==> src/rtl/wisc_pkg.sv <==
// Shared fetch/decode definitions: default NOP and HALT encodings,
// instruction-queue state enum and the queued entry format.
package wisc_pkg;

  localparam logic [15:0] NOP_INSTR = 16'h0800;
  localparam logic [4:0]  HALT_OPC  = 5'b00000;

  typedef enum logic [1:0] {
    EMPTY,
    PARTIAL,
    FULL,
    HALTED
  } q_state_t;

  typedef struct packed {
    logic [15:0] instr;
    logic [15:0] pc2;
    logic        err;
  } if_entry_t;

endpackage

==> src/rtl/if_id_storage.sv <==
// DEPTH-entry register array for the IF/ID queue: one synchronous write
// port and a combinational read port. Storage is deliberately not reset.
module if_id_storage
  import wisc_pkg::*;
#(
  parameter int unsigned DEPTH = 2
) (
  input  logic                     clk,
  input  logic                     wr_en,
  input  logic [$clog2(DEPTH)-1:0] wr_ptr,
  input  if_entry_t                wr_data,
  input  logic [$clog2(DEPTH)-1:0] rd_ptr,
  output if_entry_t                rd_data
);

  if_entry_t mem [DEPTH];

  always_ff @(posedge clk) begin
    if (wr_en) mem[wr_ptr] <= wr_data;
  end

  assign rd_data = mem[rd_ptr];

endmodule

==> src/rtl/if_id_queue.sv <==
// Fetch-to-decode decoupling queue: buffers {instr, pc2, err}, supplies NOPs
// to decode when empty, drains on HALT and discards everything on flush.
module if_id_queue #(
  parameter int unsigned DEPTH     = 2,
  parameter logic [15:0] NOP_INSTR = wisc_pkg::NOP_INSTR,
  parameter logic [4:0]  HALT_OPC  = wisc_pkg::HALT_OPC
) (
  input  logic                   clk,
  input  logic                   rst,
  input  logic                   if_valid,
  input  logic [15:0]            if_instr,
  input  logic [15:0]            if_pc2,
  input  logic                   if_err,
  output logic                   if_ready,
  input  logic                   id_ready,
  input  logic                   flush,
  output logic                   id_valid,
  output logic [15:0]            id_instr,
  output logic [15:0]            id_pc2,
  output logic                   id_err,
  output logic                   halted,
  output logic [$clog2(DEPTH):0] count
);

  import wisc_pkg::*;

  localparam int unsigned PW = $clog2(DEPTH);
  localparam int unsigned CW = PW + 1;

  q_state_t        state, state_n;
  logic [PW-1:0]   rd_ptr, rd_ptr_n, wr_ptr, wr_ptr_n;
  logic [CW-1:0]   count_n;
  logic            push, pop, push_halt;
  if_entry_t       wr_data, head;

  assign if_ready  = (state != FULL) && (state != HALTED);
  assign id_valid  = (count != '0);
  assign push      = if_valid & if_ready;
  assign pop       = id_ready & id_valid;
  assign push_halt = push && (if_instr[15:11] == HALT_OPC);
  assign halted    = (state == HALTED);

  assign wr_data = '{instr: if_instr, pc2: if_pc2, err: if_err};

  if_id_storage #(.DEPTH(DEPTH)) u_storage (
    .clk     (clk),
    .wr_en   (push & ~flush),
    .wr_ptr  (wr_ptr),
    .wr_data (wr_data),
    .rd_ptr  (rd_ptr),
    .rd_data (head)
  );

  assign id_instr = id_valid ? head.instr : NOP_INSTR;
  assign id_pc2   = id_valid ? head.pc2   : 16'h0000;
  assign id_err   = id_valid ? head.err   : 1'b0;

  // State follows the updated occupancy unless HALT is (or becomes) sticky;
  // flush overrides everything, including a HALT pushed in the same cycle.
  always_comb begin
    state_n  = state;
    rd_ptr_n = rd_ptr;
    wr_ptr_n = wr_ptr;
    count_n  = count;
    if (flush) begin
      state_n  = EMPTY;
      rd_ptr_n = '0;
      wr_ptr_n = '0;
      count_n  = '0;
    end else begin
      if (push) wr_ptr_n = wr_ptr + PW'(1);
      if (pop)  rd_ptr_n = rd_ptr + PW'(1);
      count_n = count + CW'(push) - CW'(pop);
      if ((state == HALTED) || push_halt) state_n = HALTED;
      else if (count_n == '0)             state_n = EMPTY;
      else if (count_n == CW'(DEPTH))     state_n = FULL;
      else                                state_n = PARTIAL;
    end
  end

  always_ff @(posedge clk or negedge rst) begin
    if (!rst) begin
      state  <= EMPTY;
      rd_ptr <= '0;
      wr_ptr <= '0;
      count  <= '0;
    end else begin
      state  <= state_n;
      rd_ptr <= rd_ptr_n;
      wr_ptr <= wr_ptr_n;
      count  <= count_n;
    end
  end

endmodule

==> config.mk <==
export PLATFORM = sky130hd
export DESIGN_NAME = if_id_queue
export DESIGN_NICKNAME = d
export VERILOG_FILES = /design/src/rtl/wisc_pkg.sv /design/src/rtl/if_id_storage.sv /design/src/rtl/if_id_queue.sv
export SDC_FILE = /design/constraint.sdc
export NUM_CORES = 1
export LEC_CHECK = 0
export BUFFER_PORTS_ARGS = -buffer_cell sky130_fd_sc_hd__buf_4
export CORE_ASPECT_RATIO = 1.2
export CORE_MARGIN = 4
export CORE_UTILIZATION = 55
export CTS_BUF_LIST = sky130_fd_sc_hd__clkbuf_8 sky130_fd_sc_hd__clkbuf_16
export DETAILED_ROUTE_END_ITERATION = 12
export PLACE_DENSITY = 0.94
export SLEW_MARGIN = 5
export SYNTH_ARGS = -nofsm -noshare
export SYNTH_HDL_FRONTEND = slang
export SYNTH_SLANG_ARGS = --single-unit
==> constraint.sdc <==
create_clock -name clk -period 6.4 [get_ports clk]
set_input_delay 0.32 -clock clk [delete_from_list [all_inputs] [get_ports clk]]
set_output_delay 0.32 -clock clk [all_outputs]
set_load 0.01 [all_outputs]
==> out/qor.yml <==
status: "complete, no violations"
critPathLaunchType: "register"
fin_cells: 319
synth-compound-area-share: 0.00849
fin_worst_skew_ns: 0.00433
synthMuxAreaShare: 0.118
die_x_um: 73.1
cp-end-kind: "register"
drt_iter0_drc: 50
synth_fa_ha_area_frac: 0.00894
clock_latency_ns: 0.34
peakVddDrop_mv: 0.246
syn_area_um2: 2800
cts_tree: "yes"
p_comb_frac: 0.352
gp_congestion: 0.770
synth_top_family_by_area: "multiplexers"
syn_inst: 172
ctsResizeCount: 0
p_int_uw: 962
grt.total_usage: 0.175
max_slew.worst_pin.slew_ns: 1.11
synthToLayoutAreaGrowth_pct: 28.5
relSlewSlack: 0.258
synth_fp_nets: 212
antenna_found_initial: 0
worst_slack_ns: 4.07
placed_cells: 302
ys_warn_count: 0
first_global_vias: 1703
min_period_ns: 2.33
overflow: 0
rsz0062_at_grt: "no"
ant_nets: 0
slowest_stage: "nor3b_2"
die_h_um: 86.2
drt_pass1_iterations: 4
grt_pass1_wl_um: 7620
drive_gt1_frac: 0.363
vias: 1628
arrival_ns: 2.36
wl_um: 5090
worstSetupPathType: "reg -> reg"
p_sw_uw: 452
maxCapViolCount: 0
core-area_um2: 4940
grt_max_degree: 35
die_area_um2: 6300
hold_path_class: "in -> reg"
clock-sinks: 72
synth_xor_area_frac: 0.0143
synth-seq-area-share: 0.761
clockBufferDepth: 2
clock_power_share: 0.199
antennaDiodeCount: 0
finalNetCount: 294
port_buffers: 75
start_util: 0.567
synth.avg_cell_area_um2: 16.3
p_leak_uw: 0.00140
clock.fmax_mhz: 429
crit_required_ns: 6.43
slew_violations: 0
root_buffer: "clkbuf_8"
drc_errors: 0
slowest_delay_ns: 0.94
clk_pin_slew_ns: 0.07
hpwl_um: 3590
ys_seq_elements: 72
via_per_inst: 5.10
path_cells: "nand2b_1 -> nor3b_2 -> buf_4"
synth_simple_gate_area_frac: 0.0670
hold_viol_final: 0
fin_setup_tns_ns: 0
report.power.total_uw: 1410
switching_share: 0.319
wl_per_cell_um: 16.0
period_share: 0.364
setup_viol: 0
numCtsBuffers: 9
dp_slack_ns: 4.04
rows: 28
htreeDepth: 3
power_density_nw_per_um2: 393
path_max_fanout: 19
p_seq_frac: 0.449
num_io_pins: 76
yosysUniqueCellTypes: 21
final_util: 0.728
## synthesized netlist by cell type
master / instances / share of area
a21oi_1: 2 / 0.0036
a21oi_2: 1 / 0.0031
and2_1: 1 / 0.0022
buf_2: 1 / 0.0018
buf_4: 3 / 0.0080
clkbuf_1: 4 / 0.0054
dfrtp_1: 6 / 0.054
edfxtp_1: 66 / 0.71
ha_1: 2 / 0.0089
inv_1: 5 / 0.0067
mux2i_1: 33 / 0.12
nand2_1: 1 / 0.0013
nand2b_1: 1 / 0.0022
nor2_1: 37 / 0.050
nor3_1: 2 / 0.0036
nor3b_1: 1 / 0.0027
nor4b_1: 1 / 0.0031
o21ai_0: 1 / 0.0018
or2_1: 1 / 0.0022
xnor3_1: 1 / 0.0080
xor2_1: 2 / 0.0063
## timing repair
item | in CTS | in global routing
buffers inserted | 0 | 0
endpoints found under the hold margin | 6 | 0
hold buffers | 1 | 0
## flip-flops by register name, summed over array words and instances, names as in the netlist
register	cells
u_storage.mem	66
wr_ptr	1
count	2
rd_ptr	1
state	2
## area by class of cell
class,instances,area [um^2]
Clock buffer,9,124
Clock inverter,7,31.3
Fill cell,332,1340
Inverter,5,18.8
Multi-Input combinational cell,87,619
Sequential cell,72,2130
Tap cell,60,75.1
Timing Repair Buffer,79,596
## critical path: cells and delay by family (launching register included)
kind	cells	cell delay (ns)
buf+inv	1	0.42
flops	1	0.41
simple gates	2	1.19
## power by group through the flow
| stage | combinational [uW] | clock (uW) | sequential (uW) |
|---|---|---|---|
| 2_1_floorplan | 299 | 0 | 609 |
| 3_3_place_gp | 490 | 0 | 639 |
| 3_5_place_dp | 500 | 0 | 645 |
| 4_1_cts | 505 | 291 | 634 |
| 5_1_grt | 543 | 319 | 641 |
| 6_report | 498 | 281 | 634 |
## cells by family (layout without fill, tap and decap cells)
family                   Yosys count  in the layout
flip-flops                        72             72
AND/OR/NAND/NOR                   45             45
multiplexers                      33             33
buffers and inverters             13            100
AO/OA/AOI/OAI                      4              4
XOR/XNOR                           3              3
adder cells (fa/ha/maj)            2              2
## routing by layer
layer  global-route usage  wire length, um
met5                    0                0
met3               0.0832              418
met4               0.0906              118
met1                0.173             1790
met2                0.297             2760
## per-stage QoR
step	hold slack, ns	instance area (um^2)
after floorplan	0.0244	2800
after CTS	0.139	3600
after global routing	0.125	3600
final	0.159	3600
after global placement	0.130	3430
after detailed placement	0.134	3430
## cell usage in the layout, fill, tap and decap left out, drive strengths merged, types with 2 or more instances in the layout
cell and n:
buf 78, edfxtp 66, nor2 37, mux2i 33, clkbuf 9, inv 7
dfrtp 6, clkinv 4, a21oi 3, xor2 2, ha 2, nor3 2
## worst paths after layout
path / end / cells after the start / from / slack (ns)
hold / removal: u_storage.mem[0][18]$_DFFE_PP_ / 1 / if_instr[1] / 0.16
max in group asynchronous: rd_ptr$_DFFE_PN0P_ / 2 / rst / 5.95
setup / recovery: u_storage.mem[1][2]$_DFFE_PP_ / 3 / state[1]$_DFF_PN0_ / 4.07
setup reg to reg: u_storage.mem[1][2]$_DFFE_PP_ / 3 / state[1]$_DFF_PN0_ / 4.07
min in group asynchronous: state[0]$_DFF_PN0_ / 2 / rst / 0.33
hold reg to reg: wr_ptr$_DFFE_PN0P_ / 2 / wr_ptr$_DFFE_PN0P_ / 0.59
(Power assumes the default switching activity.)
